## src/rtl/zbus_arbiter.sv

```systemverilog
// zbus_arbiter
//   Merges BN initiator zbus ports onto a single target port. A round-robin
//   scan picks one valid initiator; its valid, lock and grouped bus are
//   forwarded to the target and the target acknowledge is routed back to it
//   alone. A lock request keeps the grant on the same initiator across
//   transfers.
//
// Parameters
//   BW   width of the grouped bus per port
//   BN   number of initiator ports (>= 2, any value)
//   BNL  index width, $clog2(BN)
//
// Ports
//   clk     system clock
//   rst     asynchronous active-high reset
//   zi_vld  [BN]     per-initiator transfer valid
//   zi_lck  [BN]     per-initiator lock request
//   zi_bus  [BW*BN]  per-initiator bus, port i at [i*BW +: BW]
//   zi_ack  [BN]     per-initiator acknowledge (only the granted one)
//   zo_vld           merged transfer valid
//   zo_lck           lock of the granted initiator
//   zo_bus  [BW]     bus of the granted initiator
//   zo_ack           target acknowledge
//   gnt     [BN]     one-hot of the forwarded initiator, zero when none
module zbus_arbiter #(
    parameter int BW  = 32,
    parameter int BN  = 2,
    parameter int BNL = $clog2(BN)
) (
    input  logic             clk,
    input  logic             rst,
    input  logic [BN-1:0]    zi_vld,
    input  logic [BN-1:0]    zi_lck,
    input  logic [BW*BN-1:0] zi_bus,
    output logic [BN-1:0]    zi_ack,
    output logic             zo_vld,
    output logic             zo_lck,
    output logic [BW-1:0]    zo_bus,
    input  logic             zo_ack,
    output logic [BN-1:0]    gnt
);

    localparam int unsigned N = BN;

    typedef enum logic [1:0] {
        IDLE,
        WAIT,
        LOCK
    } state_t;

    state_t         state, state_nxt;
    logic [BNL-1:0] sel, sel_nxt;
    logic [BNL-1:0] ptr, ptr_nxt;

    int unsigned    scan_start;
    logic           hi_vld, lo_vld;
    logic [BNL-1:0] hi_idx, lo_idx;
    logic           win_vld;
    logic [BNL-1:0] win;

    logic           gnt_vld;
    logic [BNL-1:0] gnt_idx;
    logic           cur_vld;
    logic           cur_lck;

    // Round-robin scan starting after the last served initiator. The wrap is
    // done as two ascending passes: the first set bit at or above the start
    // index wins, otherwise the first set bit below it. This avoids any
    // modulo on a non-power-of-two BN.
    always_comb begin
        scan_start = (32'(ptr) == N - 1) ? 0 : 32'(ptr) + 1;
        hi_vld     = 1'b0;
        hi_idx     = '0;
        lo_vld     = 1'b0;
        lo_idx     = '0;
        for (int unsigned i = 0; i < N; i++) begin
            if (!hi_vld && zi_vld[i] && (i >= scan_start)) begin
                hi_vld = 1'b1;
                hi_idx = BNL'(i);
            end
        end
        for (int unsigned i = 0; i < N; i++) begin
            if (!lo_vld && zi_vld[i] && (i < scan_start)) begin
                lo_vld = 1'b1;
                lo_idx = BNL'(i);
            end
        end
        win_vld = hi_vld | lo_vld;
        win     = hi_vld ? hi_idx : lo_idx;
    end

    // Granted index: live winner in IDLE, frozen selection otherwise.
    // Reset also masks the grant combinationally so the outputs drop in the
    // same cycle reset is raised, even while an initiator is still valid.
    always_comb begin
        gnt_vld = 1'b0;
        gnt_idx = '0;
        if (!rst) begin
            if (state == IDLE) begin
                gnt_vld = win_vld;
                gnt_idx = win;
            end else begin
                gnt_vld = 1'b1;
                gnt_idx = sel;
            end
        end
    end

    // Output multiplexer driven by the granted index.
    always_comb begin
        gnt     = '0;
        cur_vld = 1'b0;
        cur_lck = 1'b0;
        zo_bus  = '0;
        for (int unsigned i = 0; i < N; i++) begin
            if (gnt_vld && (gnt_idx == BNL'(i))) begin
                gnt[i]  = 1'b1;
                cur_vld = zi_vld[i];
                cur_lck = zi_lck[i];
                zo_bus  = zi_bus[i*BW +: BW];
            end
        end
    end

    assign zo_vld = cur_vld;
    assign zo_lck = cur_lck;
    assign zi_ack = gnt & {BN{zo_ack}};

    // Next-state logic. Outside IDLE the granted initiator is sel, so
    // cur_vld/cur_lck are zi_vld[sel]/zi_lck[sel]; in IDLE they belong to
    // the winner.
    always_comb begin
        state_nxt = state;
        sel_nxt   = sel;
        ptr_nxt   = ptr;
        unique case (state)
            IDLE: begin
                if (win_vld) begin
                    if (zo_ack) begin
                        ptr_nxt = win;
                        if (cur_lck) begin
                            state_nxt = LOCK;
                            sel_nxt   = win;
                        end
                    end else begin
                        sel_nxt   = win;
                        state_nxt = WAIT;
                    end
                end
            end
            WAIT: begin
                if (zo_ack) begin
                    ptr_nxt   = sel;
                    state_nxt = cur_lck ? LOCK : IDLE;
                end else if (!cur_vld) begin
                    // initiator withdrew before acknowledge
                    state_nxt = IDLE;
                end
            end
            LOCK: begin
                if (cur_vld && zo_ack) begin
                    if (!cur_lck) begin
                        ptr_nxt   = sel;
                        state_nxt = IDLE;
                    end
                end else if (!cur_vld && !cur_lck) begin
                    state_nxt = IDLE;
                end
            end
            default: begin
                state_nxt = IDLE;
            end
        endcase
    end

    always_ff @(posedge clk or posedge rst) begin
        if (rst) begin
            state <= IDLE;
            sel   <= '0;
            ptr   <= BNL'(BN - 1);
        end else begin
            state <= state_nxt;
            sel   <= sel_nxt;
            ptr   <= ptr_nxt;
        end
    end

endmodule

```

## config.mk

```make
export PLATFORM = sky130hd
export DESIGN_NAME = zbus_arbiter
export DESIGN_NICKNAME = d
export VERILOG_FILES = /design/src/rtl/zbus_arbiter.sv
export SDC_FILE = /design/constraint.sdc
export NUM_CORES = 1
export LEC_CHECK = 0
export BUFFER_PORTS_ARGS = -buffer_cell sky130_fd_sc_hd__buf_2
export CAP_MARGIN = 0
export CORE_AREA = 2 2 53 55
export CTS_BUF_LIST = sky130_fd_sc_hd__clkbuf_2 sky130_fd_sc_hd__clkbuf_4 sky130_fd_sc_hd__clkbuf_8
export DETAILED_ROUTE_END_ITERATION = 7
export DIE_AREA = 0 0 55 57
export PLACE_DENSITY_LB_ADDON = 0.25
export SETUP_SLACK_MARGIN = 0.5
export SLEW_MARGIN = 20
export SYNTH_ARGS = -nofsm -noshare
export SYNTH_HDL_FRONTEND = slang
export SYNTH_SLANG_ARGS = --single-unit
```

## constraint.sdc

```tcl
create_clock -name clk -period 2.9 [get_ports clk]
set_clock_uncertainty 0.2 [all_clocks]
set_input_delay 0.58 -clock clk [delete_from_list [all_inputs] [get_ports clk]]
set_output_delay 0.58 -clock clk [all_outputs]
set_load 0.1 [all_outputs]
```

==> flow_metrics.env, run 1 <==
export IMPL_synth_fp_nets=167
export IMPL_initial_core_util_pct=27.8
export IMPL_post_synth_num_cell_types=26
export IMPL_io_pin_count=109
export IMPL_syn_area_sq_um=727
export IMPL_ys_seq_elements=4
export IMPL_worstEndpointGrtRepair="zo_bus[10]"
export IMPL_fp_dieW_um=55
export IMPL_antenna_found_initial=2
export IMPL_gp_routability_congestion=0.833
export IMPL_tool_error="[ERROR DPL-0033] detailed placement checks failed during check placement."
export IMPL_yosys_warnings=0
export IMPL_clk_path_buf_depth=2
export IMPL_status="stopped before the end"
export IMPL_placementRows=19
export IMPL_yosysSeqAreaShare_pct=13.9
export IMPL_postSynth_asyncResetShare_pct=100
export IMPL_die_height_um=57
export IMPL_worst_endpoint_kind="top-level output"
export IMPL_dp_cells=232
export IMPL_synthCells=93
export IMPL_grt_start_max_net_pins=18
export IMPL_clock_tree_root_cell="sky130_fd_sc_hd__clkbuf_4"
export IMPL_clock_sink_count=4
export IMPL_dp_final_hpwl_um=3540
export IMPL_htree_num_levels=1
export IMPL_post_cts_hold_buffer_count=0
export IMPL_io_buffers=108
export IMPL_stop_stage="global routing"
export IMPL_synth_enable_flop_cells=0
export IMPL_synth_avg_cell_area_sq_um=7.82
export IMPL_cts_inserted_buffers=3
export IMPL_synth_top_flop_cell="sky130_fd_sc_hd__dfrtp_1"
[through the flow]
stage                     utilization, %  worst slack [ps]  TNS [ps]  area (sq um)
after detailed placement            86.1              -148     -4040          2250
after floorplan                        -               308         0          1160
after CTS                           94.7               136         0          2480
after global placement              86.1             -73.8     -2070          2250
[synthesized netlist by cell type (all sizes together) (3+ instances only)]
cell type / instances / area (sq um)
nor2: 5 / 18.8
ha: 3 / 37.5
buf: 3 / 17.5
inv: 7 / 26.3
a31oi: 4 / 25.0
dfrtp: 3 / 75.1
nor2b: 3 / 18.8
a22o: 32 / 280
nand2: 7 / 26.3
clkbuf: 4 / 15.0
[logic make-up after synthesis]
family / Yosys count / share of synthesized area (%)
mux: 2 / 3.10
buf+inv: 14 / 8.09
simple gates: 22 / 14.6
compound gates: 48 / 55.1
fa+ha+maj: 3 / 5.16
flops: 4 / 13.9
[repair_timing]
action	CTS
gates resized for setup	13
setup buffers	12
cloned	2
endpoints found under the setup margin	38
pin swaps	7
==> run 2: changes to the inputs <==
==> config.mk (replaced) <==
export PLATFORM = sky130hd
export DESIGN_NAME = zbus_arbiter
export DESIGN_NICKNAME = d
export VERILOG_FILES = /design/src/rtl/zbus_arbiter.sv
export SDC_FILE = /design/constraint.sdc
export NUM_CORES = 1
export LEC_CHECK = 0
export BUFFER_PORTS_ARGS = -buffer_cell sky130_fd_sc_hd__buf_2
export CAP_MARGIN = 0
export CORE_AREA = 2 2 63 65
export DETAILED_ROUTE_END_ITERATION = 7
export DIE_AREA = 0 0 65 67
export PLACE_DENSITY_LB_ADDON = 0.15
export SLEW_MARGIN = 20
export SYNTH_ARGS = -nofsm -noshare
export SYNTH_HDL_FRONTEND = slang
export SYNTH_SLANG_ARGS = --single-unit
==> run 2 against run 1 <==
Compared with the run above: the run now ends clean; synthesized cell count stayed put; area after synthesis stayed put.
==> flow_metrics.env, run 2 <==
export IMPL_status="complete, no violations"
export IMPL_insertion_delay_ps=220
export IMPL_final_sum_of_negative_setup_slack_ps=0
export IMPL_syn_area_sq_um=727
export IMPL_ys_seq_elements=4
export IMPL_routed_wire_length_per_instance_um=14.8
export IMPL_fp_coreArea_sq_um=3610
export IMPL_rr_worst_depth=8
export IMPL_first_pass_iters=4
export IMPL_clk_path_buf_depth=2
export IMPL_worst_r2r_endpoint="ptr$_DFFE_PP1P_"
export IMPL_floorplan_die_area_sq_um=4360
export IMPL_worst_setup_path_type="flip-flop to output port"
export IMPL_grt_start_max_net_pins=34
export IMPL_postSynth_asyncResetShare_pct=100
export IMPL_slew_headroom_pct=66.5
export IMPL_number_of_global_route_vias_before_repair=1074
export IMPL_clock_tree_root_cell="sky130_fd_sc_hd__clkbuf_8"
export IMPL_final_core_utilization_pct=46.8
export IMPL_timing_final_hold_violations=0
export IMPL_drv_cap=0
export IMPL_end_kind="output port"
export IMPL_detail_route_drc_violations=0
export IMPL_finalWorstSetupSlack_ps=50.7
export IMPL_grtUsageTotal_pct=14.3
export IMPL_reg2reg_setup_slack_ps=590
export IMPL_yosysSeqAreaShare_pct=13.9
export IMPL_synth_fp_nets=167
export IMPL_synth_top_flop_cell="sky130_fd_sc_hd__dfrtp_1"
export IMPL_synthCells=93
export IMPL_grt_pass1_wl_um=4970
export IMPL_mostFrequentLayoutCells="75 x sky130_fd_sc_hd__buf_2, 28 x sky130_fd_sc_hd__a22o_2, 18 x sky130_fd_sc_hd__buf_4"
export IMPL_path_clk_slew_ps=40
export IMPL_io_buffers=108
export IMPL_max_freq_mhz=351
export IMPL_period_minus_slack_ps=2850
export IMPL_post_synth_num_cell_types=26
export IMPL_synth_avg_cell_area_sq_um=7.82
export IMPL_placementRows=22
export IMPL_layout_commonest_cell="sky130_fd_sc_hd__buf_2"
export IMPL_post_place_ws_ps=117
export IMPL_count_of_cells_resized_by_post_cts_repair=31
export IMPL_synth_enable_flop_cells=0
export IMPL_post_synth_top_area_cell="sky130_fd_sc_hd__a22o_1"
export IMPL_yosys_warnings=0
export IMPL_wl_met1_um=1320
export IMPL_finalSetupViolations=0
export IMPL_htree_num_levels=1
export IMPL_min_delay_path_class="input port to async pin"
export IMPL_route_vias_total=1222
export IMPL_yosys_area_top_type_share_pct=38.6
export IMPL_ant_nets=0
export IMPL_met2WireLength_um=2160
export IMPL_largest_register_ff_count=2
export IMPL_dp_final_hpwl_um=3020
export IMPL_cts_setup_buffers=0
export IMPL_worstPathArrival_ps=2070
export IMPL_post_route_cells_drive_above_1_share_pct=77.1
export IMPL_wirelength_um=3740
export IMPL_dr_top_layer="met4"
export IMPL_gr_total_overflow=0
export IMPL_final_max_slew_viol_count=0
export IMPL_number_of_fill_cells_in_the_layout=358
export IMPL_yosys_top_cells_area="sky130_fd_sc_hd__a22o_1 39%, sky130_fd_sc_hd__dfrtp_1 10%, sky130_fd_sc_hd__ha_1 5.2%, sky130_fd_sc_hd__dfstp_2 3.6%, sky130_fd_sc_hd__inv_1 3.6%"
export IMPL_largest_registers_in_the_final_layout="state (2), ptr (1), sel (1)"
export IMPL_fp_dieW_um=65
export IMPL_met3_wirelength_um=233
export IMPL_yosysMostFrequentCell="sky130_fd_sc_hd__a22o_1"
export IMPL_post_cts_hold_buffer_count=0
export IMPL_drt_iter0_markers=53
export IMPL_cp_required_ps=2120
export IMPL_worstMarginPinSlew_ps=506
export IMPL_area_growth_pct=132
export IMPL_cts_tree="yes"
export IMPL_clock_sink_count=4
export IMPL_initial_core_util_pct=20.2
export IMPL_crit_reg2reg_launch="state[1]$_DFFE_PP0P_"
export IMPL_fin_nets=280
export IMPL_avgViaCountPerCell=4.83
export IMPL_antenna_cells_inserted=0
export IMPL_critPathMaxFanout=15
export IMPL_antenna_found_initial=0
export IMPL_crit_path_start_kind="flip-flop"
export IMPL_die_height_um=67
export IMPL_cts_inserted_buffers=3
export IMPL_synth_common_cells="32 x sky130_fd_sc_hd__a22o_1, 7 x sky130_fd_sc_hd__inv_1, 7 x sky130_fd_sc_hd__nand2_1"
export IMPL_period_share_pct=98.3
export IMPL_io_pin_count=109
export IMPL_regMostFlops="state"
export IMPL_gp_routability_congestion=0.846
## run 2: cell counts after synthesis
No cell type changed its count.
## run 2: stage by stage
| stage | hold WS, ps | area [sq um] | instances |
|---|---|---|---|
| floorplan | 161 | 788 | 93 |
| global placement | 369 | 1490 | 249 |
| detailed placement | 386 | 1490 | 249 |
| CTS | 162 | 1610 | 253 |
| global route | 189 | 1690 | 253 |
| finish | 159 | 1690 | 253 |
## run 2: kinds of logic (layout without fill, tap and decap cells)
family	count (synthesis)	count (layout)	share of synthesized area, %
buffers and inverters	14	126	8.09
adder cells (fa/ha/maj)	3	3	5.16
AO/OA/AOI/OAI	48	48	55.1
AND/OR/NAND/NOR	22	22	14.6
multiplexers	2	2	3.10
flip-flops	4	4	13.9
## run 2: final cells by class
class | count | area [sq um] | share of cell area [%]
inverter | 7 | 26.3 | 1.56
multi-input combinational | 75 | 652 | 38.6
tap | 48 | 60.1 | 3.56
clock buffer | 4 | 45.0 | 2.67
timing repair buffer | 115 | 802 | 47.6
sequential | 4 | 101 | 6.01
## run 2: routing by layer
metal  GRT usage, %  vias to the layer above
met1           15.5                      575
met5              0                        -
met2           27.7                       45
li1               -                      600
met4           5.05                        0
met3           2.36                        2
## run 2: worst max path at each step
stage | from | end | slack, ps
5_1_grt | state[1]$_DFFE_PP0P_ | zo_bus[22] | -9
4_1_cts | state[1]$_DFFE_PP0P_ | zo_bus[27] | 7
3_3_place_gp | state[0]$_DFFE_PP0P_ | zo_bus[6] | 200
6_report | state[1]$_DFFE_PP0P_ | zo_bus[26] | 50
3_5_place_dp | state[1]$_DFFE_PP0P_ | zo_bus[27] | 120
2_1_floorplan | state[0]$_DFFE_PP0P_ | zo_lck | -200
## run 2: worst max-delay path, cell delays in order (launching register included)
cell,delay [ps]
sky130_fd_sc_hd__dfrtp_1,390
sky130_fd_sc_hd__inv_1,130
sky130_fd_sc_hd__ha_4,190
sky130_fd_sc_hd__and2b_1,200
sky130_fd_sc_hd__a31oi_2,190
sky130_fd_sc_hd__nor2_2,60
sky130_fd_sc_hd__buf_4,190
sky130_fd_sc_hd__a22o_2,270
sky130_fd_sc_hd__buf_4,230
Power of run 2 is not shown: default switching activity piles up to over one toggle a cycle in this logic, so the estimate is an artifact.
